==> config.mk <==
export PLATFORM = sky130hd
export DESIGN_NAME = tv_recorder
export DESIGN_NICKNAME = d
export VERILOG_FILES = /design/src/rtl/tv_recorder.sv
export SDC_FILE = /design/constraint.sdc
export NUM_CORES = 1
export LEC_CHECK = 0
export CAP_MARGIN = 20
export CORE_ASPECT_RATIO = 1.75
export CORE_MARGIN = 2
export CORE_UTILIZATION = 33
export CTS_CLUSTER_SIZE = 16
export DETAILED_ROUTE_END_ITERATION = 6
export PLACE_DENSITY_LB_ADDON = 0.2
export SLEW_MARGIN = 20
export SYNTH_ARGS = -nofsm -noshare
export SYNTH_HDL_FRONTEND = slang
export SYNTH_SLANG_ARGS = --single-unit
==> constraint.sdc <==
create_clock -name clk -period 1.78 [get_ports clk]
set_input_delay 0.267 -clock clk [delete_from_list [all_inputs] [get_ports clk]]
set_output_delay 0.267 -clock clk [all_outputs]
set_load 0.02 [all_outputs]
==> src/rtl/tv_recorder.sv <==
// Test-vector recorder: captures a stream of WIDTH-bit vectors into local storage,
// then replays them in order over a valid/ready stream with a last marker.
module tv_recorder #(
   parameter int unsigned WIDTH = 5,
   parameter int unsigned DEPTH = 16,
   parameter int unsigned CW    = $clog2(DEPTH + 1)
) (
   input  logic             clk,
   input  logic             reset,
   input  logic             arm_i,
   input  logic             stop_i,
   input  logic             play_i,
   input  logic             cap_valid_i,
   input  logic [WIDTH-1:0] cap_data_i,
   output logic             cap_ready_o,
   output logic             out_valid_o,
   output logic [WIDTH-1:0] out_data_o,
   output logic             out_last_o,
   input  logic             out_ready_i,
   output logic [CW-1:0]    count_o,
   output logic             full_o,
   output logic             busy_o
);

   // state  | meaning
   // IDLE   | after reset, nothing recorded, waiting for arm
   // RECORD | accepting capture vectors until stop or storage full
   // HOLD   | recording retained, waiting for play or a new arm
   // PLAY   | streaming stored vectors out from entry 0
   typedef enum logic [1:0] {
      S_IDLE   = 2'd0,
      S_RECORD = 2'd1,
      S_HOLD   = 2'd2,
      S_PLAY   = 2'd3
   } state_t;

   localparam int unsigned PW = (DEPTH > 1) ? $clog2(DEPTH) : 1;
   localparam logic [CW-1:0] DEPTH_C = CW'(DEPTH);
   localparam logic [CW-1:0] LAST_C  = CW'(DEPTH - 1);
   localparam logic [PW-1:0] PMAX_C  = PW'(DEPTH - 1);

   state_t           state_q;
   logic [PW-1:0]    wr_ptr_q;
   logic [PW-1:0]    rd_ptr_q;
   logic [CW-1:0]    count_q;
   logic [WIDTH-1:0] mem_q [DEPTH];

   logic cap_ready;
   logic cap_fire;
   logic out_valid;
   logic out_last;
   logic out_fire;

   assign cap_ready = (state_q == S_RECORD) && (count_q < DEPTH_C);
   assign cap_fire  = cap_valid_i && cap_ready;
   assign out_valid = (state_q == S_PLAY);
   assign out_last  = out_valid && (CW'(rd_ptr_q) == count_q - CW'(1));
   assign out_fire  = out_valid && out_ready_i;

   always_ff @(posedge clk) begin
      if (!reset) begin
         state_q  <= S_IDLE;
         wr_ptr_q <= '0;
         rd_ptr_q <= '0;
         count_q  <= '0;
      end else begin
         case (state_q)
            S_IDLE: begin
               if (arm_i) begin
                  state_q  <= S_RECORD;
                  wr_ptr_q <= '0;
                  count_q  <= '0;
               end
            end
            S_RECORD: begin
               if (cap_fire) begin
                  count_q <= count_q + CW'(1);
                  // pointer stays on the last entry rather than wrapping
                  if (wr_ptr_q != PMAX_C) wr_ptr_q <= wr_ptr_q + PW'(1);
               end
               if (stop_i || (cap_fire && count_q == LAST_C)) state_q <= S_HOLD;
            end
            S_HOLD: begin
               if (arm_i) begin
                  state_q  <= S_RECORD;
                  wr_ptr_q <= '0;
                  count_q  <= '0;
               end else if (play_i && count_q != '0) begin
                  state_q  <= S_PLAY;
                  rd_ptr_q <= '0;
               end
            end
            S_PLAY: begin
               if (out_fire && !out_last) rd_ptr_q <= rd_ptr_q + PW'(1);
               if (stop_i || (out_fire && out_last)) state_q <= S_HOLD;
            end
            default: state_q <= S_IDLE;
         endcase
      end
   end

   // storage is deliberately not reset so a recording survives a state reset
   always_ff @(posedge clk) begin
      if (reset && cap_fire) mem_q[wr_ptr_q] <= cap_data_i;
   end

   assign cap_ready_o = cap_ready;
   assign out_valid_o = out_valid;
   assign out_data_o  = out_valid ? mem_q[rd_ptr_q] : '0;
   assign out_last_o  = out_last;
   assign count_o     = count_q;
   assign full_o      = (count_q == DEPTH_C);
   assign busy_o      = (state_q == S_RECORD) || (state_q == S_PLAY);

endmodule
==> metrics, run 1 <==
Worst Skew 0.004903 ns; NetSw 971.4 uW; number of inserted diodes 0; Yosys cell types 45; Slew Limit Headroom 0.6055; io pins 27; final WL 9540 um; Crit. End Element output pin; # fillers 1221; final antenna-violating net count 0; TritonCTS clock tree done; sum of negative setup slack -3.509 ns; Worst Setup EP out_data_o[2]; # DRC 0; Rows 55; non-filler instance count after layout 514; crit path DAT 2.17 ns; Worst Path Max Fanout 7; syn nets 282; number of global-route vias before repair 2627; Worst Tran Pin Value 0.5899 ns; Via Count 2454; area grow syn2layout 28.78%; die area 13930 sq um; Worst-path clk slew 0.07 ns; first-pass GRT wire length 14720 um; most frequent CP cell mux4_2; unrepaired setup endpoints after global routing yes; vias per inst 4.774; R2R depth 8; DP HPWL 7130 um; largest net degree at the start of global routing 21; Sw Ratio 0.2071; number of hold buffers added after cts 0; Core ar. 12800 sq um; sequential power share 0.535; fmax 0.4110 GHz; Initial Util 0.3342; Setup WS pre-CTS -0.7403 ns; Worst Hold Depth 2; fin. max-slew vios 0; Max Cap Viol 0; P per Cell Area 851.6 nW/um^2; DIE WIDTH 90.07 um; grt total ovfl 0; Synth Area per Inst 16.33 sq um; Seq/Total Area, Yosys 0.6505; share of cells above drive strength 1 0.4023; nets@finish 358; Post-Syn Area 4278 sq um; crit-path leading delay family multiplexers; initial antenna violation count 0; placed cells 496; Tmin final 2.433 ns; 1st-iter DRT viols 71; wire length per cell 18.56 um; total CTS buffers 9; failing checks negative setup slack; Max clock buf depth 2; Clock Power Share 0.417; Final Total Pwr 4691 uW; Final WS setup -0.6531 ns; Worst EP required 1.51 ns; Internal 3720 uW; Lkg Pwr 0.001928 uW; Max H-tree Level 3; RD Place Congestion 0.7841; Gate power share 0.048; DR pass1 iterations 4; Worst Path Buf+Inv 2; R2R Setup Slk -0.06 ns; worst setup path class reg -> out; CP startpoint kind flop; #FFs+latches synth 99; Total GRT Usage 0.1443; VDD IR max 0.4641 mV; run status complete, but fails checks; port bufs 26; Critical Path, Cell by Cell buf_12 -> mux4_2 -> mux4_2 -> and2_4 -> buf_6; register area 2796 sq um; RR Startpoint count_o[0]$_SDFFE_PN0P_; Skew-Pair Late Insertion Delay 0.34 ns; yosys warns 0; clock tree root buffer cell clkbuf_16; Tightest Hold Check Type reg -> reg; Final Cycle Share 1.367; synthesized instance count 262; CP max stage cell mux4_2; Final Hold Violating Endpoints 0; Multi-input gate area 1454 sq um; die height 154.6 um; worst stage delay on the critical path 0.55 ns; CTS sink count 99; final setup violating endpoints 14; Stages on worst setup path 5
==> area by class of cell <==
class | count | share of cell area
Sequential cell | 99 | 0.5076
Clock inverter | 6 | 0.01317
Timing Repair Buffer | 79 | 0.1308
Tap cell | 171 | 0.03884
Inverter | 6 | 0.004088
Multi-Input combinational cell | 143 | 0.2639
Clock buffer | 10 | 0.04156
==> cell usage after synthesis <==
master     instances  area share
buf_2              2      0.0023
nor3b_1            1      0.0018
nor4bb_1           1      0.0023
buf_6              2      0.0053
nor2_1            21       0.018
buf_4              1      0.0018
o2111ai_1          1      0.0020
o21ai_0            6      0.0070
and4b_1            1      0.0023
o211ai_1           1      0.0018
or3_1              2      0.0029
nand4_1            2      0.0029
nand2b_1           7       0.010
nand3_1            4      0.0047
xnor2_1            4      0.0082
and3b_1            1      0.0020
a21boi_0           1      0.0018
nand2_1           13       0.011
inv_1              6      0.0053
a32o_1             1      0.0023
clkbuf_1           8      0.0070
dfxtp_1           19       0.089
xor2_1             5       0.010
o41a_1             1      0.0026
and4bb_2           1      0.0029
edfxtp_1          80        0.56
a21oi_1            7      0.0082
and2_0             1      0.0015
a22oi_2            1      0.0029
mux4_1            14       0.086
and3_1             2      0.0029
and4bb_1           1      0.0029
o41ai_1            1      0.0020
a2bb2oi_1          1      0.0020
nor4b_1            1      0.0020
mux2i_1            4      0.0094
nor3_1             5      0.0058
a31o_2             1      0.0020
nor2b_1            2      0.0029
a211oi_4           1      0.0047
mux4_2            11       0.058
buf_1              1     0.00088
ha_1               8       0.023
and2_1             7       0.010
o311ai_0           1      0.0020
==> flip-flops by register name (all words and copies together), names as in the netlist, named ones only <==
name and count:
rd_ptr_q 4, state_q 2, mem_q 80, wr_ptr_q 4, count_o 5
==> worst register-to-register path: cells and delay by family, from the launching register on <==
family	cells	cell delay, ns
fa+ha+maj	1	0.26
flops	1	0.36
xor+xnor	1	0.16
buf+inv	2	0.20
mux	1	0.21
compound gates	2	0.41
simple gates	1	0.16
==> stage by stage <==
stage          hold slack, ns    util  area [sq um]
6_report               0.5340  0.4304          5509
4_1_cts                0.5457  0.4288          5489
5_1_grt                0.5785  0.4304          5509
3_3_place_gp           0.5246  0.4004          5125
2_1_floorplan          0.3659       -          4309
3_5_place_dp           0.5356  0.4004          5125
==> layout by cell type, fill, tap and decap left out, drive strengths merged, types with 2 or more instances in the layout <==
cell,n
dlygate4sd2,5
a21oi,7
and4bb,2
mux2i,4
ha,8
edfxtp,80
buf,61
nand2,13
nor3,5
and2,8
o21ai,6
clkbuf,10
clkdlybuf4s50,12
xnor2,4
or3,2
mux4,25
nor2b,2
inv,9
xor2,5
nand3,4
nand4,2
dfxtp,19
nand2b,7
and3,2
nor2,21
==> kinds of logic after synthesis <==
logic type / share of synthesized area
AND/OR/NAND/NOR: 0.09038
AO/OA/AOI/OAI: 0.04153
XOR/XNOR: 0.01843
adder cells (fa/ha/maj): 0.02340
flip-flops: 0.6505
multiplexers: 0.1533
buffers and inverters: 0.02252
==> worst min path at each step <==
stage / start / endpoint
2_1_floorplan: cap_data_i[0] / mem_q[0][0]$_DFFE_PP_
3_5_place_dp: wr_ptr_q[1]$_SDFFE_PN0P_ / wr_ptr_q[1]$_SDFFE_PN0P_
5_1_grt: wr_ptr_q[1]$_SDFFE_PN0P_ / wr_ptr_q[1]$_SDFFE_PN0P_
3_3_place_gp: wr_ptr_q[1]$_SDFFE_PN0P_ / wr_ptr_q[1]$_SDFFE_PN0P_
6_report: wr_ptr_q[1]$_SDFFE_PN0P_ / wr_ptr_q[1]$_SDFFE_PN0P_
4_1_cts: wr_ptr_q[1]$_SDFFE_PN0P_ / wr_ptr_q[1]$_SDFFE_PN0P_
==> power by group through the flow <==
stage / clock network, uW / logic [uW] / registers [uW]
2_1_floorplan: 0 / 92.0 / 2570
3_3_place_gp: 0 / 217 / 2560
3_5_place_dp: 0 / 219 / 2560
4_1_cts: 2020 / 221 / 2510
5_1_grt: 2120 / 242 / 2510
6_report: 1960 / 224 / 2510
==> routing by layer <==
metal / GRT usage / routed length [um]
met5: 0 / 0
met4: 0.07692 / 348
met3: 0.03166 / 301
met2: 0.2743 / 5551
met1: 0.1443 / 3339
==> timing repair <==
action                                  CTS  global route
cloned                                    1             0
pin swaps                                 5             7
gates resized for setup                  64            15
buffers inserted                          1             2
endpoints found under the setup margin  102            70
No activity file was read; power rests on OpenSTA's default activity.
==> run 2, diff against run 1 <==
DONT_BUFFER_PORTS = 1   (was default)
==> run 2 against run 1 <==
The flow still finishes with violations (negative setup slack). Combinational power is 33% lower. Non-clock buffer count down 32. Register-to-register slack is essentially flat. Worst setup slack better by 0.11 ns. Largest power group unchanged. Maximum frequency up 4.7%. Wire length decreased by 0.60%. Hold slack worse by 0.52 ns. Largest cell class unchanged. Total power is 3.6% lower. Cell area decreased by 6.1%. Critical path depth shrank 1. Sequential share of layout area rose by 3.3 points.
==> metrics, run 2 (synthesis results as in run 1) <==
run status complete, but fails checks; failing checks negative setup slack; final setup violating endpoints 13 (-1); die height 154.6 um (unchanged); DR pass1 iterations 4 (unchanged); largest net degree at the start of global routing 21 (unchanged); DP HPWL 7216 um (+1.2%); Final Cycle Share 1.306 (-0.06122); nets@finish 326 (-8.9%); number of global-route vias before repair 2520 (-4.1%); Slew Limit Headroom 0.6274 (+0.02189); Tightest Hold Check Type in -> reg; Max Cap Viol 0 (unchanged); # fillers 1230 (+0.74%); placed cells 462 (-6.9%); Worst Path Max Fanout 9 (+2); VDD IR max 0.6219 mV (+34%); initial antenna violation count 0 (unchanged); vias per inst 4.840 (+1.4%); TritonCTS clock tree done; Total GRT Usage 0.1419 (-0.002398); DIE WIDTH 90.07 um (unchanged); number of inserted diodes 0 (unchanged); 1st-iter DRT viols 98 (+38%); Tmin final 2.324 ns (-0.1090 ns); Final WS setup -0.5441 ns (+0.1090 ns); grt total ovfl 0 (unchanged); fin. max-slew vios 0 (unchanged); Worst EP required 1.51 ns (about the same); port bufs 0 (-100%); io pins 27 (unchanged); worst setup path class reg -> out; Largest register FFs 80 (unchanged); fmax 0.4303 GHz (+4.7%); final antenna-violating net count 0 (unchanged); Crit. End Element output pin; most frequent cells in the layout 80 x edfxtp_1, 39 x buf_4, 25 x mux4_2, 21 x nor2_1, 14 x dfxtp_1; register area 2796 sq um (unchanged); Lkg Pwr 0.001719 uW (-11%); sum of negative setup slack -3.072 ns (+0.4368 ns); Skew-Pair Late Insertion Delay 0.35 ns (about the same); RD Place Congestion 0.7442 (-5.1%); total CTS buffers 9 (unchanged); final WL 9483 um (-0.60%); Core ar. 12800 sq um (unchanged); unrepaired setup endpoints after global routing yes; die area 13930 sq um (unchanged); wire length per cell 19.67 um (+6.0%); clock tree root buffer cell clkbuf_16; Rows 55 (unchanged); Max H-tree Level 3 (unchanged); Worst Setup EP out_data_o[2]; crit path DAT 2.06 ns (-0.11 ns); most common cell after layout, fill and taps aside edfxtp_1; CTS sink count 99 (unchanged); Final Hold Violating Endpoints 0 (unchanged); CP startpoint kind flop; Initial Util 0.3342 (unchanged); Multi-input gate area 1455 sq um (about the same); R2R depth 8 (unchanged); area grow syn2layout 20.88%; # DRC 0 (unchanged); RR Startpoint count_o[0]$_SDFFE_PN0P_; Via Count 2333 (-4.9%); first-pass GRT wire length 14490 um (-1.5%); Worst Tran Pin Value 0.5512 ns (-0.03875 ns); WHS 0.01619 ns (-0.5178 ns); Worst Skew 0.01273 ns (+0.007826 ns); share of cells above drive strength 1 0.3891 (-0.01326); Max clock buf depth 2 (unchanged); Worst-path clk slew 0.07 ns (about the same); register bank with the most flops mem_q; non-filler instance count after layout 482 (-6.2%); R2R Setup Slk -0.07 ns (about the same); P per Cell Area 874.3 nW/um^2 (+2.7%)
[run 2: cell types whose count changed in the layout (fill, tap and decap cells not counted), sizes merged, moves of 2 or more]
cell / change
clkdlybuf4s50: -12
dlygate4sd3: +2
buf: -16
dlygate4sd2: -5
[run 2: repair_timing]
action                     4_1_cts  5_1_grt
resized for setup                8       16
setup buffers                    2        0
hold endpoints to repair         0       14
pin swaps                        5        7
setup endpoints to repair       10       95
hold buffers                     0        2
[run 2: worst min path at each step]
stage | from | endpoint | slack (ns) | cells past startpoint
after floorplan | cap_data_i[0] | mem_q[0][0]$_DFFE_PP_ | 0.37 | 0
after global placement | cap_data_i[1] | mem_q[5][1]$_DFFE_PP_ | 0.37 | 0
after detailed placement | cap_data_i[3] | mem_q[4][3]$_DFFE_PP_ | 0.37 | 0
after CTS | cap_data_i[3] | mem_q[4][3]$_DFFE_PP_ | 0.003 | 0
after global routing | cap_data_i[1] | mem_q[14][1]$_DFFE_PP_ | 0.0004 | 0
final | cap_data_i[4] | mem_q[2][4]$_DFFE_PP_ | 0.02 | 0
[run 2: area by class of cell]
cell class                      instances  area share
Sequential cell                        99      0.5408
Multi-Input combinational cell        143      0.2814
Clock buffer                            9     0.04355
Clock inverter                          7     0.01113
Inverter                                6    0.004839
Tap cell                              171     0.04137
Timing Repair Buffer                   47     0.07694
[run 2: critical path, stage by stage (launching register included)]
cell and delay [ns]:
dfxtp_4 0.38, buf_12 0.14, mux4_2 0.51, mux4_2 0.49
and2_4 0.20
[run 2: through the flow]
step,utilization,setup WS [ns],area (sq um),total power (uW)
4_1_cts,0.3989,-0.5750,5106,4558
5_1_grt,0.4040,-0.6136,5171,4677
6_report,0.4040,-0.5441,5171,4521
3_3_place_gp,0.3734,-0.2308,4780,2701
3_5_place_dp,0.3734,-0.2287,4780,2702
2_1_floorplan,-,-0.1170,4309,2658
[run 2: power breakdown]
group	internal (uW)	switching [uW]
clock network	971	889
registers	2500	8.42
logic	72.2	78.5
total	3550	976
[run 2: layer usage]
layer,track usage,routed length [um]
met1,0.1382,3385
met2,0.2850,5580
met3,0.02874,272
met4,0.05641,245
met5,0,0
